--- config.mk ---
export PLATFORM = sky130hd
export DESIGN_NAME = imem_loader
export DESIGN_NICKNAME = d
export VERILOG_FILES = /design/src/rtl/loader_pkg.sv /design/src/rtl/byte_word_packer.sv /design/src/rtl/imem_loader.sv
export SDC_FILE = /design/constraint.sdc
export NUM_CORES = 1
export LEC_CHECK = 0
export CAP_MARGIN = 10
export CORE_AREA = 2 2 121 88
export DETAILED_ROUTE_END_ITERATION = 6
export DIE_AREA = 0 0 123 90
export MAX_ROUTING_LAYER = met4
export PLACE_DENSITY_LB_ADDON = 0.08
export SKIP_CTS_REPAIR_TIMING = 1
export SLEW_MARGIN = 20
export SYNTH_ARGS = -nofsm -noshare
export SYNTH_HDL_FRONTEND = slang
export SYNTH_SLANG_ARGS = --single-unit
--- constraint.sdc ---
create_clock -name clk -period 3.25 [get_ports clk]
set_input_delay 0.4875 -clock clk [delete_from_list [all_inputs] [get_ports clk]]
set_output_delay 0.4875 -clock clk [all_outputs]
set_load 0.01 [all_outputs]
--- src/rtl/loader_pkg.sv ---
// Shared definitions for the instruction-memory program loader.
// Contents: loader FSM state enum, stream framing constants and the
// checksum helper used by imem_loader.
package loader_pkg;

    localparam int unsigned BYTE_W     = 8;
    localparam int unsigned LEN_BYTES  = 2;
    localparam int unsigned WORD_BYTES = 4;
    localparam int unsigned LEN_W      = LEN_BYTES * BYTE_W;
    localparam int unsigned WORD_W     = WORD_BYTES * BYTE_W;
    localparam int unsigned IDX_W      = $clog2(WORD_BYTES);

    typedef enum logic [2:0] {
        ST_IDLE   = 3'd0,
        ST_LEN_LO = 3'd1,
        ST_LEN_HI = 3'd2,
        ST_DATA   = 3'd3,
        ST_CSUM   = 3'd4,
        ST_DONE   = 3'd5,
        ST_ERR    = 3'd6
    } loader_state_e;

    // True when adding the final byte brings the 8-bit running sum to zero.
    function automatic logic csum_ok(input logic [BYTE_W-1:0] sum,
                                     input logic [BYTE_W-1:0] b);
        logic [BYTE_W-1:0] total;
        total = BYTE_W'(sum + b);
        return (total == '0);
    endfunction

endpackage

--- src/rtl/byte_word_packer.sv ---
// Assembles four stream bytes into one little-endian 32-bit word.
// Ports:
//   clk_i          clock
//   rst_i          synchronous active-high reset
//   clear_i        drop any partially assembled word and restart at byte 0
//   valid_i        a byte is presented on byte_i this cycle
//   byte_i         stream byte
//   word_c_o       assembled word, meaningful while word_valid_c_o is high
//   word_valid_c_o high in the cycle the fourth byte of a word arrives
module byte_word_packer
    import loader_pkg::*;
(
    input  logic              clk_i,
    input  logic              rst_i,
    input  logic              clear_i,
    input  logic              valid_i,
    input  logic [BYTE_W-1:0] byte_i,
    output logic [WORD_W-1:0] word_c_o,
    output logic              word_valid_c_o
);

    localparam int unsigned LOW_W = WORD_W - BYTE_W;

    logic [LOW_W-1:0] low_q;
    logic [IDX_W-1:0] idx_q;

    // Bytes enter at the top and move down, so the first byte ends up in [7:0].
    always_ff @(posedge clk_i) begin
        if (rst_i || clear_i) begin
            low_q <= '0;
            idx_q <= '0;
        end else if (valid_i) begin
            low_q <= {byte_i, low_q[LOW_W-1:BYTE_W]};
            idx_q <= IDX_W'(idx_q + 1'b1);
        end
    end

    // The fourth byte completes the word directly; the caller registers it.
    assign word_c_o       = {byte_i, low_q};
    assign word_valid_c_o = valid_i && (idx_q == IDX_W'(WORD_BYTES - 1));

endmodule

--- src/rtl/imem_loader.sv ---
// Byte-stream program loader for the instruction memory write port.
// Stream: LEN (2 bytes LE word count N), N little-endian 32-bit words,
// one checksum byte making the 8-bit sum of all stream bytes zero.
// Holds the core stalled while loading; reports done or err.
// Ports:
//   clk, rst              clock, synchronous active-high reset
//   start                 begin a load (honoured in IDLE, DONE, ERR)
//   byte_valid/byte_data  source byte handshake; byte_ready is the accept
//   imem_we/addr/wdata    one-cycle write strobe, word address, word data
//   core_hold             stalls fetch while high
//   done, err             load completed good / load rejected (levels)
module imem_loader
    import loader_pkg::*;
#(
    parameter int unsigned ADDR_W = 8
) (
    input  logic              clk,
    input  logic              rst,
    input  logic              start,
    input  logic              byte_valid,
    input  logic [BYTE_W-1:0] byte_data,
    output logic              byte_ready,
    output logic              imem_we,
    output logic [ADDR_W-1:0] imem_addr,
    output logic [WORD_W-1:0] imem_wdata,
    output logic              core_hold,
    output logic              done,
    output logic              err
);

    localparam int unsigned DEPTH = 1 << ADDR_W;
    // One extra bit so a full-depth load can count past the last address.
    localparam int unsigned CNT_W = ADDR_W + 1;

    loader_state_e     state_q;
    logic [LEN_W-1:0]  len_q;
    logic [CNT_W-1:0]  wcnt_q;
    logic [BYTE_W-1:0] sum_q;

    logic              byte_ready_q;
    logic              imem_we_q;
    logic [ADDR_W-1:0] imem_addr_q;
    logic [WORD_W-1:0] imem_wdata_q;
    logic              core_hold_q;
    logic              done_q;
    logic              err_q;

    logic              xfer_c;
    logic              start_ok_c;
    logic              pk_valid_c;
    logic [WORD_W-1:0] pk_word_c;
    logic              pk_word_valid_c;
    logic              last_word_c;
    logic [LEN_W-1:0]  len_d;
    logic [BYTE_W-1:0] sum_d;

    assign xfer_c     = byte_valid && byte_ready_q;
    assign start_ok_c = start && ((state_q == ST_IDLE) || (state_q == ST_DONE)
                                  || (state_q == ST_ERR));
    assign pk_valid_c = xfer_c && (state_q == ST_DATA);
    assign len_d      = {byte_data, len_q[BYTE_W-1:0]};
    assign sum_d      = BYTE_W'(sum_q + byte_data);
    // The word being completed now is index wcnt_q; it is the last one at N-1.
    assign last_word_c = ((32'(wcnt_q) + 32'd1) == 32'(len_q));

    byte_word_packer u_packer (
        .clk_i          (clk),
        .rst_i          (rst),
        .clear_i        (start_ok_c),
        .valid_i        (pk_valid_c),
        .byte_i         (byte_data),
        .word_c_o       (pk_word_c),
        .word_valid_c_o (pk_word_valid_c)
    );

    // Loader FSM with counters, running checksum and memory-port registers.
    always_ff @(posedge clk) begin
        if (rst) begin
            state_q      <= ST_IDLE;
            len_q        <= '0;
            wcnt_q       <= '0;
            sum_q        <= '0;
            byte_ready_q <= 1'b0;
            imem_we_q    <= 1'b0;
            imem_addr_q  <= '0;
            imem_wdata_q <= '0;
            core_hold_q  <= 1'b0;
            done_q       <= 1'b0;
            err_q        <= 1'b0;
        end else begin
            imem_we_q <= 1'b0;
            if (xfer_c) begin
                sum_q <= sum_d;
            end

            case (state_q)
                ST_IDLE, ST_DONE, ST_ERR: begin
                    if (start_ok_c) begin
                        state_q      <= ST_LEN_LO;
                        len_q        <= '0;
                        wcnt_q       <= '0;
                        sum_q        <= '0;
                        byte_ready_q <= 1'b1;
                        core_hold_q  <= 1'b1;
                        done_q       <= 1'b0;
                        err_q        <= 1'b0;
                    end
                end

                ST_LEN_LO: begin
                    if (xfer_c) begin
                        len_q[BYTE_W-1:0] <= byte_data;
                        state_q           <= ST_LEN_HI;
                    end
                end

                ST_LEN_HI: begin
                    if (xfer_c) begin
                        len_q <= len_d;
                        if (32'(len_d) > DEPTH) begin
                            // Image cannot fit: reject before touching memory.
                            state_q      <= ST_ERR;
                            byte_ready_q <= 1'b0;
                            err_q        <= 1'b1;
                        end else if (len_d == '0) begin
                            state_q <= ST_CSUM;
                        end else begin
                            state_q <= ST_DATA;
                        end
                    end
                end

                ST_DATA: begin
                    if (pk_word_valid_c) begin
                        imem_we_q    <= 1'b1;
                        imem_addr_q  <= wcnt_q[ADDR_W-1:0];
                        imem_wdata_q <= pk_word_c;
                        wcnt_q       <= CNT_W'(wcnt_q + 1'b1);
                        if (last_word_c) begin
                            state_q <= ST_CSUM;
                        end
                    end
                end

                ST_CSUM: begin
                    if (xfer_c) begin
                        byte_ready_q <= 1'b0;
                        if (csum_ok(sum_q, byte_data)) begin
                            state_q     <= ST_DONE;
                            done_q      <= 1'b1;
                            core_hold_q <= 1'b0;
                        end else begin
                            // Hold stays high so a half-loaded image never runs.
                            state_q <= ST_ERR;
                            err_q   <= 1'b1;
                        end
                    end
                end

                default: begin
                    state_q      <= ST_IDLE;
                    byte_ready_q <= 1'b0;
                end
            endcase
        end
    end

    assign byte_ready = byte_ready_q;
    assign imem_we    = imem_we_q;
    assign imem_addr  = imem_addr_q;
    assign imem_wdata = imem_wdata_q;
    assign core_hold  = core_hold_q;
    assign done       = done_q;
    assign err        = err_q;

endmodule

==> impl_summary.txt, run 1 <==
----------------------------------------------------
[Die]
  Core Footprint ... 10,000 sq um
  Number of placed I/O pins ... 57
  Die Area ... 11,100 sq um
  Floorplan row count ... 31
  Die boundary width ... 123 microns
  Die height ... 90 microns
  Starting density of the core ... 0.480

[Global routing]
  Final global-route overflow total ... 0
  Global-route wire length before repair ... 20.3 mm
  Antenna violations before repair ... 0
  Global-route met1 utilization ... 0.341
  Total global routing track utilization ... 0.238
  Number of global-route vias before repair ... 4,118
  Met2 track utilization from global routing ... 0.332
  Layer carrying the most global-route usage ... met1
  Met3 Resource Use GR ... 0.0501
  Maximum number of pins on one net before global-route repair ... 43

[Routing]
  Vias per cell ... 5.55
  Count of TritonRoute iterations in the first routing pass ... 4
  Routed WL per cell ... 15.4 microns
  Total via count in the routed design ... 4,403
  Drt initial violations ... 277
  Total Routed Length ... 12.2 mm
  DRC violation count after routing ... 0
  Remaining antenna violation count ... 0

[STA]
  RSZ-0062 raised after global routing ... false
  Final clock period utilization by the worst path ... 0.871
  Final clock skew ... 10.2 ps
  Maximum achievable frequency ... 353 MHz
  Fin Setup TNS ... 0 ps
  Final-report hold violation count ... 0
  Smallest hold slack ... 451 ps
  Slew at the pin closest to its max-slew limit ... 569 ps
  Final Critical Period ... 2830 ps
  Worst slew margin ... 0.620
  Count of pins over their slew limit ... 0
  Post-route setup slack ... 418 ps
  Final number of setup-violating endpoints ... 0

[Synth]
  Number of nets produced by synthesis ... 635
  Cell variety after synth ... 62
  Share of the synthesized area in the top cell type ... 0.446
  Post-synth top area cell ... dfxtp_1
  Netlist area before placement ... 4810 sq um
  EDFF count, synth ... 0
  Largest cells by area after synthesis ... dfxtp_1, nand2_1, a21oi_1, clkbuf_1, nand3_1
  Syn Inst Count ... 613
  Fraction of registers with async set or reset after synthesis ... 0
  Top cells by instance count after synthesis ... nand2_1, a21oi_1, dfxtp_1
  Register area share after synthesis ... 0.446
  Most common cell in the synthesized netlist ... nand2_1
  Most used DFF post-synth ... dfxtp_1
  Yosys warning count ... 0
  #FFs+latches synth ... 107
  Syn avg cell area ... 7.84 sq um

[Outcome]
  Outcome ... finished, final reports clean

[Layout]
  Filler-free cell count of the finished design ... 793
  # nets final ... 679
  Antenna diode instance count ... 0
  Proportion of layout cells with a drive suffix above 1 ... 0.0726
  Post-layout instance area ... 5770 sq um
  Area growth from synthesis to final layout ... 20.2%

[Power]
  Power Density ... 505 nW/um^2
  Worst vdd ir ... 0.297 mV
  Standby leakage power ... 0.00193 uW

[Clock network]
  H-tree depth reported by CTS ... 3
  Later-pin clock latency in the skew report ... 350 ps
  Clock-pin slew reported for the worst setup and hold paths after clock tree synthesis ... 70 ps
  Maximum root-to-sink buffer count ... 2
  Clock root cell ... clkbuf_16
  Number of buffers created by CTS ... 9
  Sinks on the clock net ... 107
  Clock tree from TritonCTS ... yes

[Placement]
  Global placement routability congestion ... 0.910
  Count of input and output buffers ... 56
  Instance area after placement ... 5490 sq um
  Post-Place Setup Slack ... 81.6 ps
  Half-perimeter wire length of the detailed placement result ... 8.38 mm
  Total placed cells including tap cells ... 778

[Run]
  Max capacitance violation total ... 0

[Min path]
  Hold/Removal Path Class ... reg2reg

[Critical path]
  Critical path class ... in2reg
  Critical-path cell list ... clkdlybuf4s50_1 > ha_1 > fa_1 > a211oi_1 > o21ba_2 > o21ai_0 > nor3_1 > buf_4 > a311oi_1 > a311o_1
  Maximum fanout encountered on the critical timing path ... 3
  Critical Path RT ... 3490 ps
  Worst path slowest cell ... clkdlybuf4s50_1
  Worst Path Arrival ... 3080 ps
  Worst Setup End Kind ... register
  Slowest stage delay, CP ... 420 ps
  Startpoint Class ... primary input

----------------------------------------------------
[critical path: cells and delay by family]
family | cells | cell delay (ps)
adders and majority gates | 2 | 650
and+or+nand+nor | 1 | 270
AOI/OAI and AO/OA | 5 | 1060
buffers and inverters | 2 | 590
[path summary, 6_finish.rpt]
kind | start | endpoint | slack [ps] | depth (start not counted)
hold / removal | u_packer.low_q[7] | imem_wdata[7] | 450 | 2
setup / recovery | byte_data[0] | state_q[1] | 420 | 10
setup reg to reg | wcnt_q[0] | state_q[1] | 680 | 7
hold reg to reg | u_packer.low_q[7] | imem_wdata[7] | 450 | 2
[cell families (layout without fill, tap and decap cells)]
family | count (synthesis) | in the layout | share of synthesized area
AOI/OAI and AO/OA | 157 | 157 | 0.191
DFF | 107 | 107 | 0.446
buffers and inverters | 44 | 92 | 0.0372
adders and majority gates | 10 | 10 | 0.0276
xor gates and xnor gates | 23 | 23 | 0.0419
muxes | 1 | 1 | 0.00234
and+or+nand+nor | 271 | 271 | 0.255
[area by class of cell]
type	instances	area, sq um
fill	946	4230
multi-input combinational	462	2480
sequential	107	2140
timing repair buffer	74	691
clock buffer	12	256
tap	132	165
clock inverter	3	23.8
inverter	3	11.3
[registers in the layout, summed over array words and instances, names as in the netlist, 2 cells and up]
signal          flops
u_packer.low_q     24
u_packer.idx_q      2
sum_q               8
len_q              16
imem_addr           8
wcnt_q              9
state_q             3
imem_wdata         32
[power by group]
| group | total (uW) | switching [uW] | internal [uW] |
|---|---|---|---|
| clock network | 1040 | 482 | 559 |
| logic | 482 | 307 | 175 |
| registers | 1400 | 49.1 | 1350 |
[through the flow]
| step | utilization | power, uW |
|---|---|---|
| 3_3_place_gp | 0.549 | 1890 |
| 4_1_cts | 0.577 | 2930 |
| 6_report | 0.577 | 2920 |
| 2_1_floorplan | - | 1750 |
| 5_1_grt | 0.577 | 3040 |
| 3_5_place_dp | 0.549 | 1900 |
[layer usage]
layer,wire [microns],vias to the layer above
met3,662,14
li1,-,2198
met2,5340,123
met4,187,0
met1,6060,2068
met5,0,-
[cell usage in the layout (no fill, tap or decap), types with 4 or more instances in the layout]
cell type,netlist,routed
clkdlybuf4s50_1,0,55
nand2_1,176,176
nand3_1,23,23
dfxtp_1,107,107
xnor2_1,11,11
o21a_1,4,4
nor2_1,24,24
xor2_1,12,12
a21oi_1,108,108
clkbuf_16,0,9
nand4_1,4,4
o21ai_0,12,12
o2111ai_1,4,4
buf_4,1,18
nor3_1,10,10
ha_1,9,9
(Power assumes the default switching activity.)
==> run 2, diff against run 1 <==
- clock period: 3.25 -> 3.15 ns (I/O delays scaled with it)
==> run 2 against run 1 <==
Cell count shrank 0.25%. Cell area grew 0.20%. Wire length grew 0.37%. Clock power grew 11%. Sequential power grew 3%. Die area is the same. Non-clock buffer count shrank 1. First-iteration DRC count grew 41%. Worst setup slack lost 46 ps. Critical endpoint unchanged. Largest cell class unchanged. Largest power group unchanged.
==> impl_summary.txt, run 2 (synthesis results as in run 1) <==
----------------------------------------------------
[Critical path]
  Worst Setup End Kind ... register (unchanged)
  RR Startpoint ... wcnt_q[0] (unchanged)
  Maximum fanout encountered on the critical timing path ... 3 (unchanged)
  Levels on crit path ... 10 (unchanged)
  End of the worst register-to-register path ... state_q[1] (unchanged)
  R2R setup slack ... 600 ps (was 680 ps)
  R2r worst-path depth ... 7 (unchanged)
  Critical path class ... in2reg (unchanged)
  Worst path slowest cell ... clkdlybuf4s50_1 (unchanged)
  Critical Path RT ... 3380 ps (was 3490 ps)
  Critical-path cell list ... clkdlybuf4s50_1 > ha_1 > fa_1 > a211oi_1 > o21ba_2 > o21ai_0 > nor3_1 > buf_4 > a311oi_1 > a311o_1 (unchanged)
  Startpoint Class ... primary input (unchanged)
  Top cell family by delay on the critical path ... compound AO/OA/AOI/OAI gates (unchanged)
  Worst Path Arrival ... 3010 ps (was 3080 ps)
  Combined buffer and inverter count along the critical path ... 2 (unchanged)
  Slowest stage delay, CP ... 430 ps (was 420 ps)

[STA]
  Worst slew margin ... 0.598 (was 0.620)
  Maximum achievable frequency ... 360 MHz
  Final-report hold violation count ... 0 (unchanged)
  Post-route setup slack ... 372 ps (was 418 ps)
  Count of pins over their slew limit ... 0 (unchanged)
  Final clock period utilization by the worst path ... 0.882
  Final clock skew ... 7.55 ps (was 10.2 ps)
  Fin Setup TNS ... 0 ps (unchanged)
  RSZ-0062 raised after global routing ... false (unchanged)
  Final number of setup-violating endpoints ... 0 (unchanged)
  Slew at the pin closest to its max-slew limit ... 602 ps (was 569 ps)
  Final Critical Period ... 2780 ps
  Smallest hold slack ... 454 ps (was 451 ps)

[Layout]
  Proportion of layout cells with a drive suffix above 1 ... 0.0713 (was 0.0726)
  Most frequent cells in the layout ... nand2_1, a21oi_1, dfxtp_1, clkdlybuf4s50_1, nor2_1 (unchanged)
  Area growth from synthesis to final layout ... 20.4% (was 20.2%)
  # nets final ... 678 (was 679)
  Antenna diode instance count ... 0 (unchanged)
  Post-layout instance area ... 5790 sq um (was 5770 sq um)
  Number of filler instances in the final layout ... 948 (was 946)
  Largest register FFs ... 32 (unchanged)
  Most common library cell in the layout ignoring fill and taps ... nand2_1 (unchanged)

[Outcome]
  Outcome ... finished, final reports clean (unchanged)

[Die]
  Die height ... 90 microns (unchanged)
  Die Area ... 11,100 sq um (unchanged)
  Die boundary width ... 123 microns (unchanged)
  Floorplan row count ... 31 (unchanged)
  Number of placed I/O pins ... 57 (unchanged)
  Core Footprint ... 10,000 sq um (unchanged)
  Starting density of the core ... 0.480 (unchanged)

[Routing]
  Total via count in the routed design ... 4,370 (was 4,403)
  Remaining antenna violation count ... 0 (unchanged)
  Routed WL per cell ... 15.5 microns (was 15.4 microns)
  Count of TritonRoute iterations in the first routing pass ... 5 (was 4)
  Drt initial violations ... 390 (was 277)
  Total Routed Length ... 12.3 mm (was 12.2 mm)
  Vias per cell ... 5.52 (was 5.55)
  DRC violation count after routing ... 0 (unchanged)

[Global routing]
  Final global-route overflow total ... 0 (unchanged)
  Maximum number of pins on one net before global-route repair ... 49 (was 43)
  Global-route wire length before repair ... 20.6 mm (was 20.3 mm)
  Total global routing track utilization ... 0.240 (was 0.238)
  Number of global-route vias before repair ... 4,057 (was 4,118)
  Antenna violations before repair ... 0 (unchanged)

[Power]
  Fraction of power spent switching nets ... 0.279 (was 0.287)
  Power Density ... 534 nW/um^2 (was 505 nW/um^2)
  Standby leakage power ... 0.00193 uW (about the same)
  NetSw ... 863 uW (was 838 uW)
  Seq pwr share ... 0.468 (was 0.478)
  Final Power ... 3090 uW (was 2920 uW)
  Internal power ... 2220 uW (was 2080 uW)
  Worst vdd ir ... 0.364 mV (was 0.297 mV)
  Share of total power in the clock network ... 0.372 (was 0.357)
  Relative contribution of combinational cells to total power ... 0.159 (was 0.165)

[Min path]
  Min-Delay Endpoint ... imem_wdata[6] (was imem_wdata[7])
  Launch instance of the worst min-delay path ... u_packer.low_q[6] (was u_packer.low_q[7])
  Number of cells traversed by the worst hold path ... 2 (unchanged)
  Hold/Removal Path Class ... reg2reg (unchanged)

[Placement]
  Half-perimeter wire length of the detailed placement result ... 8.33 mm (was 8.38 mm)
  Instance area after placement ... 5490 sq um (about the same)
  Post-Place Setup Slack ... 7.31 ps (was 81.6 ps)
  Count of input and output buffers ... 56 (unchanged)
  Global placement routability congestion ... 0.889 (was 0.910)

[Clock network]
  H-tree depth reported by CTS ... 3 (unchanged)
  Maximum root-to-sink buffer count ... 2 (unchanged)
  Sinks on the clock net ... 107 (unchanged)
  Later-pin clock latency in the skew report ... 340 ps (was 350 ps)
  Number of buffers created by CTS ... 9 (unchanged)
  Clock tree from TritonCTS ... yes (unchanged)
  Clock root cell ... clkbuf_16 (unchanged)
  Clock-pin slew reported for the worst setup and hold paths after clock tree synthesis ... 70 ps (about the same)

[Run]
  Max capacitance violation total ... 0 (unchanged)

----------------------------------------------------
run 2: cell count changes in the layout (fill, tap and decap cells not counted), sizes merged:
cell	before	now
inv	3	4
clkinvlp	2	1
clkinv	1	0
buf	19	18
bufinv	0	1
clkbuf	12	11
run 2: per-layer routing:
metal	up-vias	part of all wire	GRT usage
li1	2190	-	-
met5	-	0	-
met2	96	0.43	0.337
met3	8	0.043	0.0470
met4	0	0.0092	0.0549
met1	2076	0.52	0.355
run 2: power groups by stage:
stage | clock network, uW | logic (uW) | registers, uW
6_report | 1150 | 492 | 1440
3_5_place_dp | 0 | 486 | 1470
3_3_place_gp | 0 | 476 | 1470
2_1_floorplan | 0 | 363 | 1450
4_1_cts | 1170 | 489 | 1440
5_1_grt | 1230 | 541 | 1450
run 2: tightest hold or removal path, stage by stage, from the launching register on:
cell and delay (ps):
dfxtp_1 310, nand2_1 50, a21oi_1 50
run 2: metrics by stage:
step / instances / util
2_1_floorplan: 613 / -
3_3_place_gp: 777 / 0.548
3_5_place_dp: 777 / 0.548
4_1_cts: 791 / 0.578
5_1_grt: 791 / 0.578
6_report: 791 / 0.578
run 2: how the worst max path moves through the flow:
stage,from,to
after floorplan,byte_data[0],core_hold
after global placement,byte_data[0],state_q[1]
after detailed placement,byte_data[0],state_q[1]
after CTS,byte_data[0],state_q[1]
after global routing,byte_data[0],core_hold
final,byte_data[0],state_q[1]
run 2: layout make-up:
| cell class | count | area (sq um) | share of cell area |
|---|---|---|---|
| tap | 132 | 165 | 0.0285 |
| multi-input combinational | 462 | 2480 | 0.429 |
| timing repair buffer | 73 | 683 | 0.118 |
| clock inverter | 3 | 46.3 | 0.00800 |
| clock buffer | 11 | 253 | 0.0437 |
| sequential | 107 | 2140 | 0.370 |
| inverter | 3 | 11.3 | 0.00195 |
==> run 3, diff against run 2 <==
- PLACE_DENSITY: default -> 0.67
- PLACE_DENSITY_LB_ADDON: 0.08 -> default
==> run 3 against run 2 <==
Utilization is 0.10 points higher. Die area is the same. Critical path depth shrank 1. Combinational power increased by 1%. Clock skew increased by 2.7 ps. Fmax increased by 0.41%. Flip-flop and latch count unchanged. Worst setup slack improved by 11 ps. Critical path type unchanged.
==> impl_summary.txt, run 3 (synthesis results as in run 1) <==
----------------------------------------------------
[Routing]
  Vias per cell ... 5.53 (was 5.52)
  Drt initial violations ... 344 (was 390)
  DRC violation count after routing ... 0 (unchanged)
  Count of TritonRoute iterations in the first routing pass ... 5 (unchanged)
  Remaining antenna violation count ... 0 (unchanged)
  Routed WL per cell ... 15.3 microns (was 15.5 microns)
  Total Routed Length ... 12.1 mm (was 12.3 mm)
  Total via count in the routed design ... 4,395 (was 4,370)

[STA]
  Count of pins over their slew limit ... 0 (unchanged)
  Slew at the pin closest to its max-slew limit ... 765 ps (was 602 ps)
  Final number of setup-violating endpoints ... 0 (unchanged)
  Final clock period utilization by the worst path ... 0.878 (was 0.882)
  Post-route setup slack ... 383 ps (was 372 ps)
  RSZ-0062 raised after global routing ... false (unchanged)
  Maximum achievable frequency ... 361 MHz (was 360 MHz)
  Final-report hold violation count ... 0 (unchanged)
  Worst slew margin ... 0.490 (was 0.598)
  Fin Setup TNS ... 0 ps (unchanged)
  Final Critical Period ... 2770 ps (was 2780 ps)
  Final clock skew ... 10.3 ps (was 7.55 ps)

[Layout]
  Largest register FFs ... 32 (unchanged)
  Filler-free cell count of the finished design ... 795 (was 791)
  Proportion of layout cells with a drive suffix above 1 ... 0.0769 (was 0.0713)
  Antenna diode instance count ... 0 (unchanged)
  Most frequent cells in the layout ... nand2_1, a21oi_1, dfxtp_1, clkdlybuf4s50_1, nor2_1 (unchanged)
  Post-layout instance area ... 5800 sq um (was 5790 sq um)
  Area growth from synthesis to final layout ... 20.6% (was 20.4%)
  # nets final ... 680 (was 678)
  Most common library cell in the layout ignoring fill and taps ... nand2_1 (unchanged)

[Critical path]
  Worst path slowest cell ... clkdlybuf4s50_1 (unchanged)
  Startpoint Class ... primary input (unchanged)
  Worst Path Arrival ... 2980 ps (was 3010 ps)
  Critical Path RT ... 3360 ps (was 3380 ps)
  Slowest stage delay, CP ... 430 ps (about the same)
  Critical-path cell list ... clkdlybuf4s50_1 > ha_1 > fa_1 > a211oi_1 > o21ba_2 > o21ai_0 > nor3_1 > nor4b_1 > o22ai_1 (was clkdlybuf4s50_1 > ha_1 > fa_1 > a211oi_1 > o21ba_2 > o21ai_0 > nor3_1 > buf_4 > a311oi_1 > a311o_1)
  Critical path class ... in2reg (unchanged)
  Worst Setup End Kind ... register (unchanged)
  Maximum fanout encountered on the critical timing path ... 3 (unchanged)

[Global routing]
  Final global-route overflow total ... 0 (unchanged)
  Antenna violations before repair ... 0 (unchanged)
  Maximum number of pins on one net before global-route repair ... 71 (was 49)
  Total global routing track utilization ... 0.235 (was 0.240)
  Global-route wire length before repair ... 20.1 mm (was 20.6 mm)
  Number of global-route vias before repair ... 4,123 (was 4,057)

[Power]
  Worst vdd ir ... 0.394 mV (was 0.364 mV)
  Standby leakage power ... 0.00194 uW (was 0.00193 uW)
  Power Density ... 525 nW/um^2 (was 534 nW/um^2)

[Die]
  Core Footprint ... 10,000 sq um (unchanged)
  Number of placed I/O pins ... 57 (unchanged)
  Die Area ... 11,100 sq um (unchanged)
  Die height ... 90 microns (unchanged)
  Die boundary width ... 123 microns (unchanged)
  Floorplan row count ... 31 (unchanged)
  Starting density of the core ... 0.480 (unchanged)

[Clock network]
  Clock-pin slew reported for the worst setup and hold paths after clock tree synthesis ... 70 ps (about the same)
  H-tree depth reported by CTS ... 3 (unchanged)
  Later-pin clock latency in the skew report ... 350 ps (was 340 ps)
  Clock tree from TritonCTS ... yes (unchanged)
  Sinks on the clock net ... 107 (unchanged)
  Clock root cell ... clkbuf_16 (unchanged)
  Maximum root-to-sink buffer count ... 2 (unchanged)
  Number of buffers created by CTS ... 9 (unchanged)

[Placement]
  Post-Place Setup Slack ... 16.6 ps (was 7.31 ps)
  Global placement routability congestion ... 0.870 (was 0.889)
  Total placed cells including tap cells ... 779 (was 777)
  Half-perimeter wire length of the detailed placement result ... 8.25 mm (was 8.33 mm)
  Instance area after placement ... 5500 sq um (was 5490 sq um)
  Count of input and output buffers ... 56 (unchanged)

[Run]
  Max capacitance violation total ... 0 (unchanged)

[Outcome]
  Outcome ... finished, final reports clean (unchanged)

[Min path]
  Hold/Removal Path Class ... reg2reg (unchanged)

----------------------------------------------------
-- run 3: cell types whose count changed in the layout (fill, tap and decap cells not counted), sizes merged --
cell      delta
buf          +2
clkbuf       -2
clkinv       +2
inv          +2
bufinv       -1
clkinvlp     +1
-- run 3: layout make-up --
| cell class | count | area [sq um] |
|---|---|---|
| Timing Repair Buffer | 75 | 698 |
| Multi-Input combinational cell | 462 | 2480 |
| Sequential cell | 107 | 2140 |
| Clock buffer | 9 | 225 |
| Inverter | 3 | 11.3 |
| Tap cell | 132 | 165 |
| Clock inverter | 7 | 68.8 |
| Fill cell | 926 | 4210 |
-- run 3: metrics by stage --
step	hold slack, ps	utilization	total power, uW
after global placement	443	0.550	1960
after CTS	459	0.579	3070
after global routing	474	0.579	3180
after floorplan	432	-	1810
after detailed placement	448	0.550	1970
final	455	0.579	3050
-- run 3: where the power goes --
part | switching (uW) | internal, uW | leakage [uW]
logic | 314 | 185 | 0.000937
registers | 58.7 | 1390 | 0.000863
clock network | 544 | 556 | 0.000137
total | 917 | 2130 | 0.00194
-- run 3: per-layer routing --
layer	wire, microns	track usage
met1	5980	0.323
met2	5320	0.340
met3	677	0.0552
met4	159	0.0758
met5	0	-
-- run 3: worst max-delay path: cells and delay by family --
family / cells / cell delay (ps)
buf+inv: 1 / 430
simple gates: 2 / 630
compound gates: 4 / 800
fa+ha+maj: 2 / 660
-- run 3: final timing paths --
path,startpoint,end,slack (ps),cells after the start
max,byte_data[0],core_hold,380,9
min,imem_wdata[0],imem_wdata[0],450,2
max reg2reg,sum_q[0],core_hold,650,8
min reg2reg,imem_wdata[0],imem_wdata[0],450,2
